==> src/rtl/vga_stream_monitor.sv <==
// Receive-side checker for the VGA conduit: measures line/frame timing against the
// expected geometry, tracks lock over consecutive frames and checksums each frame.
module vga_stream_monitor #(
    parameter int   H_ACTIVE = 640,
    parameter int   H_TOTAL  = 800,
    parameter int   V_ACTIVE = 480,
    parameter int   V_TOTAL  = 525,
    parameter logic SYNC_ACT = 1'b0,
    parameter int   CW       = 12
) (
    input  logic          clk_clk,
    input  logic          reset_reset,
    input  logic          vga_CLK,
    input  logic          vga_HS,
    input  logic          vga_VS,
    input  logic          vga_BLANK,
    input  logic [3:0]    vga_R,
    input  logic [3:0]    vga_G,
    input  logic [3:0]    vga_B,
    output logic          locked,
    output logic          frame_valid,
    output logic [15:0]   frame_sum,
    output logic [CW-1:0] h_total_meas,
    output logic [CW-1:0] v_total_meas,
    output logic [7:0]    err_count
);

    typedef enum logic [1:0] {HUNT, ALIGN, CHECK1, LOCKED} state_t;

    localparam logic [CW-1:0] CNT_MAX    = '1;
    localparam logic [CW-1:0] CNT_ONE    = CW'(1);
    localparam logic [CW-1:0] H_TOTAL_C  = CW'(H_TOTAL);
    localparam logic [CW-1:0] H_ACTIVE_C = CW'(H_ACTIVE);
    localparam logic [CW-1:0] V_TOTAL_C  = CW'(V_TOTAL);
    localparam logic [CW-1:0] V_ACTIVE_C = CW'(V_ACTIVE);
    localparam logic [CW-1:0] V_WDOG_C   = CW'(V_TOTAL + 2);

    state_t        state, state_next;
    logic [15:0]   sync1, sync2;
    logic          clk_d3, pix_stb;
    logic          s_clk, s_hs, s_vs, s_blank;
    logic [11:0]   s_rgb;
    logic          hs_prev, vs_prev, hs_edge, vs_edge;
    logic [CW-1:0] h_cnt, act_cnt, v_cnt, act_lines;
    logic [CW-1:0] v_cnt_eff, act_lines_eff;
    logic [15:0]   sum;
    logic          bad_flag, line_bad, frame_bad, wd_fire, err_inc;

    // Every conduit lane shares the same synchronizer so all are aligned to pix_stb.
    assign {s_clk, s_hs, s_vs, s_blank, s_rgb} = sync2;
    assign pix_stb = s_clk & ~clk_d3;
    assign hs_edge = pix_stb && (s_hs == SYNC_ACT) && (hs_prev != SYNC_ACT);
    assign vs_edge = pix_stb && (s_vs == SYNC_ACT) && (vs_prev != SYNC_ACT);
    assign wd_fire = (state != HUNT) && !vs_edge && (v_cnt >= V_WDOG_C);

    // Line-close results folded in first so a coincident VS sees the finished line.
    always_comb begin
        v_cnt_eff     = v_cnt;
        act_lines_eff = act_lines;
        line_bad      = 1'b0;
        if (hs_edge) begin
            line_bad = (h_cnt != H_TOTAL_C) || ((act_cnt != '0) && (act_cnt != H_ACTIVE_C));
            if (v_cnt != CNT_MAX)
                v_cnt_eff = v_cnt + CNT_ONE;
            if ((act_cnt != '0) && (act_lines != CNT_MAX))
                act_lines_eff = act_lines + CNT_ONE;
        end
        frame_bad = bad_flag || line_bad || (v_cnt_eff != V_TOTAL_C) || (act_lines_eff != V_ACTIVE_C);
    end

    always_ff @(posedge clk_clk) begin
        if (reset_reset) begin
            sync1        <= '0;
            sync2        <= '0;
            clk_d3       <= 1'b0;
            hs_prev      <= SYNC_ACT;
            vs_prev      <= SYNC_ACT;
            h_cnt        <= '0;
            act_cnt      <= '0;
            v_cnt        <= '0;
            act_lines    <= '0;
            sum          <= '0;
            bad_flag     <= 1'b0;
            frame_valid  <= 1'b0;
            frame_sum    <= '0;
            h_total_meas <= '0;
            v_total_meas <= '0;
            err_count    <= '0;
        end else begin
            sync1       <= {vga_CLK, vga_HS, vga_VS, vga_BLANK, vga_R, vga_G, vga_B};
            sync2       <= sync1;
            clk_d3      <= s_clk;
            frame_valid <= vs_edge && (state != HUNT);
            if (err_inc && (err_count != 8'hFF))
                err_count <= err_count + 8'd1;
            if (pix_stb) begin
                hs_prev <= s_hs;
                vs_prev <= s_vs;
                if (hs_edge) begin
                    h_total_meas <= h_cnt;
                    h_cnt        <= CNT_ONE;
                    act_cnt      <= '0;
                end else begin
                    if (h_cnt != CNT_MAX)
                        h_cnt <= h_cnt + CNT_ONE;
                    if (s_blank && (act_cnt != CNT_MAX))
                        act_cnt <= act_cnt + CNT_ONE;
                end
                if (vs_edge) begin
                    v_total_meas <= v_cnt_eff;
                    frame_sum    <= sum;
                    sum          <= '0;
                    v_cnt        <= '0;
                    act_lines    <= '0;
                    bad_flag     <= 1'b0;
                end else begin
                    if (s_blank)
                        sum <= sum + {4'b0000, s_rgb};
                    v_cnt     <= v_cnt_eff;
                    act_lines <= act_lines_eff;
                    bad_flag  <= bad_flag | line_bad;
                end
            end
        end
    end

    always_ff @(posedge clk_clk) begin
        if (reset_reset)
            state <= HUNT;
        else
            state <= state_next;
    end

    // The watchdog overrides frame evaluation; HUNT never records an error.
    always_comb begin
        state_next = state;
        err_inc    = 1'b0;
        if (wd_fire) begin
            state_next = HUNT;
            err_inc    = 1'b1;
        end else if (vs_edge) begin
            case (state)
                HUNT:    state_next = ALIGN;
                ALIGN:   state_next = frame_bad ? ALIGN : CHECK1;
                CHECK1:  state_next = frame_bad ? ALIGN : LOCKED;
                LOCKED:  state_next = frame_bad ? ALIGN : LOCKED;
                default: state_next = HUNT;
            endcase
            err_inc = frame_bad && (state != HUNT);
        end
    end

    always_comb begin
        locked = (state == LOCKED);
    end

endmodule

==> config.mk <==
export PLATFORM = sky130hd
export DESIGN_NAME = vga_stream_monitor
export DESIGN_NICKNAME = d
export VERILOG_FILES = /design/src/rtl/vga_stream_monitor.sv
export SDC_FILE = /design/constraint.sdc
export NUM_CORES = 1
export LEC_CHECK = 0
export BUFFER_PORTS_ARGS = -buffer_cell sky130_fd_sc_hd__buf_2
export CAP_MARGIN = 40
export CORE_MARGIN = 4
export CORE_UTILIZATION = 53
export CTS_CLUSTER_DIAMETER = 50
export DETAILED_ROUTE_END_ITERATION = 10
export GPL_TIMING_DRIVEN = 0
export PLACE_DENSITY_LB_ADDON = 0.3
export SLEW_MARGIN = 40
export SYNTH_ARGS = -nofsm -noshare
export SYNTH_HDL_FRONTEND = slang
export SYNTH_SLANG_ARGS = --single-unit
==> constraint.sdc <==
create_clock -name clk_clk -period 5.8 [get_ports clk_clk]
set_input_delay 0 -clock clk_clk [delete_from_list [all_inputs] [get_ports clk_clk]]
set_output_delay 0 -clock clk_clk [all_outputs]
set_load 0.02 [all_outputs]
==> results_dict.tcl <==
set metrics [dict create \
    crit_arrival_ps 3750 \
    synthArstFlopShare_pct 0 \
    drt-initial-drc-count 395 \
    synth_top_family_by_area "simple AND/OR/NAND/NOR gates" \
    core_um2 12110 \
    overflow 0 \
    status "finished, final reports clean" \
    crit_start "v_cnt[0]$_SDFFE_PP0N_" \
    gr-usage-all-layers_pct 23.18 \
    cts_root_buf "clkbuf_16" \
    die_x_um 119.9 \
    holdCritStartpoint "vga_VS" \
    io_pins 68 \
    numPortBuffers 67 \
    n_fill_cell 1001 \
    fin_crit_sh_pct 59.50 \
    totalWireLength_mm 16.35 \
    synthCells 776 \
    antenna_cells 0 \
    yosys-mux-area-fraction_pct 2.112 \
    cts_num_sinks 151 \
    dieArea_um2 14380 \
    cts_tree "built" \
    startpoint_type "flip-flop" \
    maxCapViolCount 0 \
    r2r-end "err_count[1]$_SDFFE_PP0P_" \
    yosys.area.top_type "dfxtp_1" \
    syn_to_final_growth_pct 19.87 \
    yosysMostFrequentCell "dfxtp_1" \
    worstHoldPathType "in -> reg" \
    max_clock_freq_mhz 289.8 \
    cts_max_level 4 \
    ys_top_cells_by_area "dfxtp_1 46%, nand2_1 5.5%, nor2_1 5.1%" \
    reg2reg_from "v_cnt[0]$_SDFFE_PP0N_" \
    final_core_util_pct 65.68 \
    die_h_um 119.9 \
    skew_ps 9.283 \
    endpoint_kind "flip-flop" \
    grt_pass1_wl_mm 26.78 \
    synth_area_um2 6636 \
    cp.required_ps 6100 \
    cp_max_fo 8 \
    avgSynthCellArea_um2 8.552 \
    yosysTopAreaCellShare_pct 45.55 \
    yosys_warnings 0 \
    ys_seq_area_share_pct 45.55 \
    worstSetupPathType "reg -> reg" \
    gp_congestion 0.9217 \
    synth_edf_count 0 \
    final_nets 917 \
    synthAdderAreaFrac_pct 3.884 \
    placed_cells 1011 \
    max-vdd-ir-drop_uv 222.4 \
    yosys.area_share.simple_pct 27.83 \
    synth_commonest_cells "151 x dfxtp_1, 98 x nand2_1, 90 x nor2_1" \
    synth_seq_cells 151 \
    initial_core_util_pct 54.79 \
    tightestPinTransition_ps 709.7 \
    synth_compound_area_share_pct 12.10 \
    slew_viol_final 0 \
    clockBufferDepth 2 \
    grt_antenna_before_repair 0 \
    synth-xor-area-share_pct 5.411 \
    syn-num-nets 814 \
    layout-drive-gt1-share_pct 12.91 \
    period_needed_ps 3451 \
    hold-path-cell-count 3 \
    clkTransAtPathRegs_ps 60 \
    ys_types 61 \
    setup_viol 0 \
    worst-r2r-setup-slack_ps 2350 \
    vias_per_cell 5.533 \
    row_count 40 \
    finalHoldViolCount 0 \
    cts_resized 0 \
    power_density_nw_per_um2 283.6 \
    synth_top_flop_cell "dfxtp_1" \
    wl_per_cell_um 15.44 \
    r2r_cells 10 \
    finalSetupTns_ps 0 \
    hpwl_mm 11.36 \
    grt_max_degree 17 \
    numCtsBuffers 17 \
    ant_nets 0 \
    instances_no_fill 1059 \
    leakage_nw 3.069 \
    post-cts-setup-buffers 0 \
    rsz0062_at_grt "false" \
    grt_pass1_vias 5698 \
    slew_headroom_pct 52.69 \
    clk_latency_ps 430 \
    hold_end "sync1[13]$_SDFF_PP0_" \
    firstDrtPassIters 5 \
    drc 0 \
    num_vias 5859 \
]
-- worst max-delay path by stage --
stage | endpoint | depth (start not counted)
detailed placement | err_count[1]$_SDFFE_PP0P_ | 10
global placement | err_count[1]$_SDFFE_PP0P_ | 10
CTS | err_count[1]$_SDFFE_PP0P_ | 10
floorplan | err_count[1]$_SDFFE_PP0P_ | 10
finish | err_count[1]$_SDFFE_PP0P_ | 10
global route | err_count[1]$_SDFFE_PP0P_ | 10
-- worst max-delay path, stage by stage, from the launching register on --
cell and delay, ps:
dfxtp_1 410, ha_1 340, inv_1 150, or4_4 600
a311oi_1 530, o21ai_1 200, nor4_4 250, nand4_4 210
o211ai_4 340, mux2i_1 230, nor2_1 50
-- cell type report --
class | instances | area, um2 | share of cell area [%]
flip-flops and latches | 151 | 3023 | 38.00
multi-input cells | 571 | 3407 | 42.83
clock buffers | 21 | 460.4 | 5.788
inverters | 17 | 63.81 | 0.8021
clock inverters | 10 | 142.6 | 1.793
well taps | 168 | 210.2 | 2.642
repair buffers | 84 | 505.5 | 6.354
plain buffers | 37 | 142.6 | 1.793
-- what timing repair did --
action                     CTS  global route
setup endpoints to repair    0             0
hold buffers                17             0
hold endpoints to repair    18             0
-- power breakdown --
part | switching (mW) | internal [mW] | leakage (nW)
combinational | 0.0363 | 0.0268 | 1.55
clock | 0.439 | 0.700 | 0.294
sequential | 0.00477 | 1.05 | 1.22
-- per-stage QoR --
stage,setup WS (ps),power [mW],hold slack [ps],instance area (um2)
global route,2241,2.313,333.9,7955
CTS,2415,2.265,294.5,7955
global placement,2483,1.127,210.3,7182
floorplan,2953,1.109,128.2,6636
finish,2349,2.256,308.6,7955
detailed placement,2457,1.130,213.7,7182
-- cell usage in the layout, fill, tap and decap left out, types with 4 or more instances in the layout --
cell type      count
a211oi_1           8
a21oi_1           67
and2_1             8
and3_1            10
buf_1              4
buf_2             70
clkbuf_1          32
clkbuf_16         17
dfxtp_1          151
dlygate4sd3_1     17
ha_1              19
inv_1             17
mux2i_1           14
nand2_1           98
nand2b_1           5
nand3_1           29
nand4_1           19
nor2_1            90
nor2b_1           40
nor3_1            20
nor4_1             5
o21ai_0           21
o21ai_1            4
o31ai_1            5
or3_1             14
xnor2_1           19
xor2_1            22
-- registers in the layout, indices dropped and copies added (netlist names) --
register      count
v_total_meas     12
clk_d3            1
v_cnt            12
frame_valid       1
bad_flag          1
sync2            16
sync1            16
h_total_meas     12
act_cnt          12
sum              16
vs_prev           1
err_count         8
hs_prev           1
act_lines        12
h_cnt            12
frame_sum        16
state             2
-- cells by family (layout without fill, tap and decap cells) --
| logic type | after synthesis | count (layout) |
|---|---|---|
| adders and majority gates | 20 | 20 |
| muxes | 14 | 14 |
| AOI/OAI and AO/OA | 131 | 131 |
| and+or+nand+nor | 365 | 365 |
| DFF | 151 | 151 |
| buffers and inverters | 54 | 169 |
| xor gates and xnor gates | 41 | 41 |
-- layer usage --
metal	share of wire [%]	GRT usage, %	vias up
met3	5.1	5.231	36
met4	2.6	11.02	0
met1	42	27.21	2767
li1	-	-	2889
met2	50	39.97	167
met5	0	0	-
Note: power is estimated with default switching activity, not from simulation.
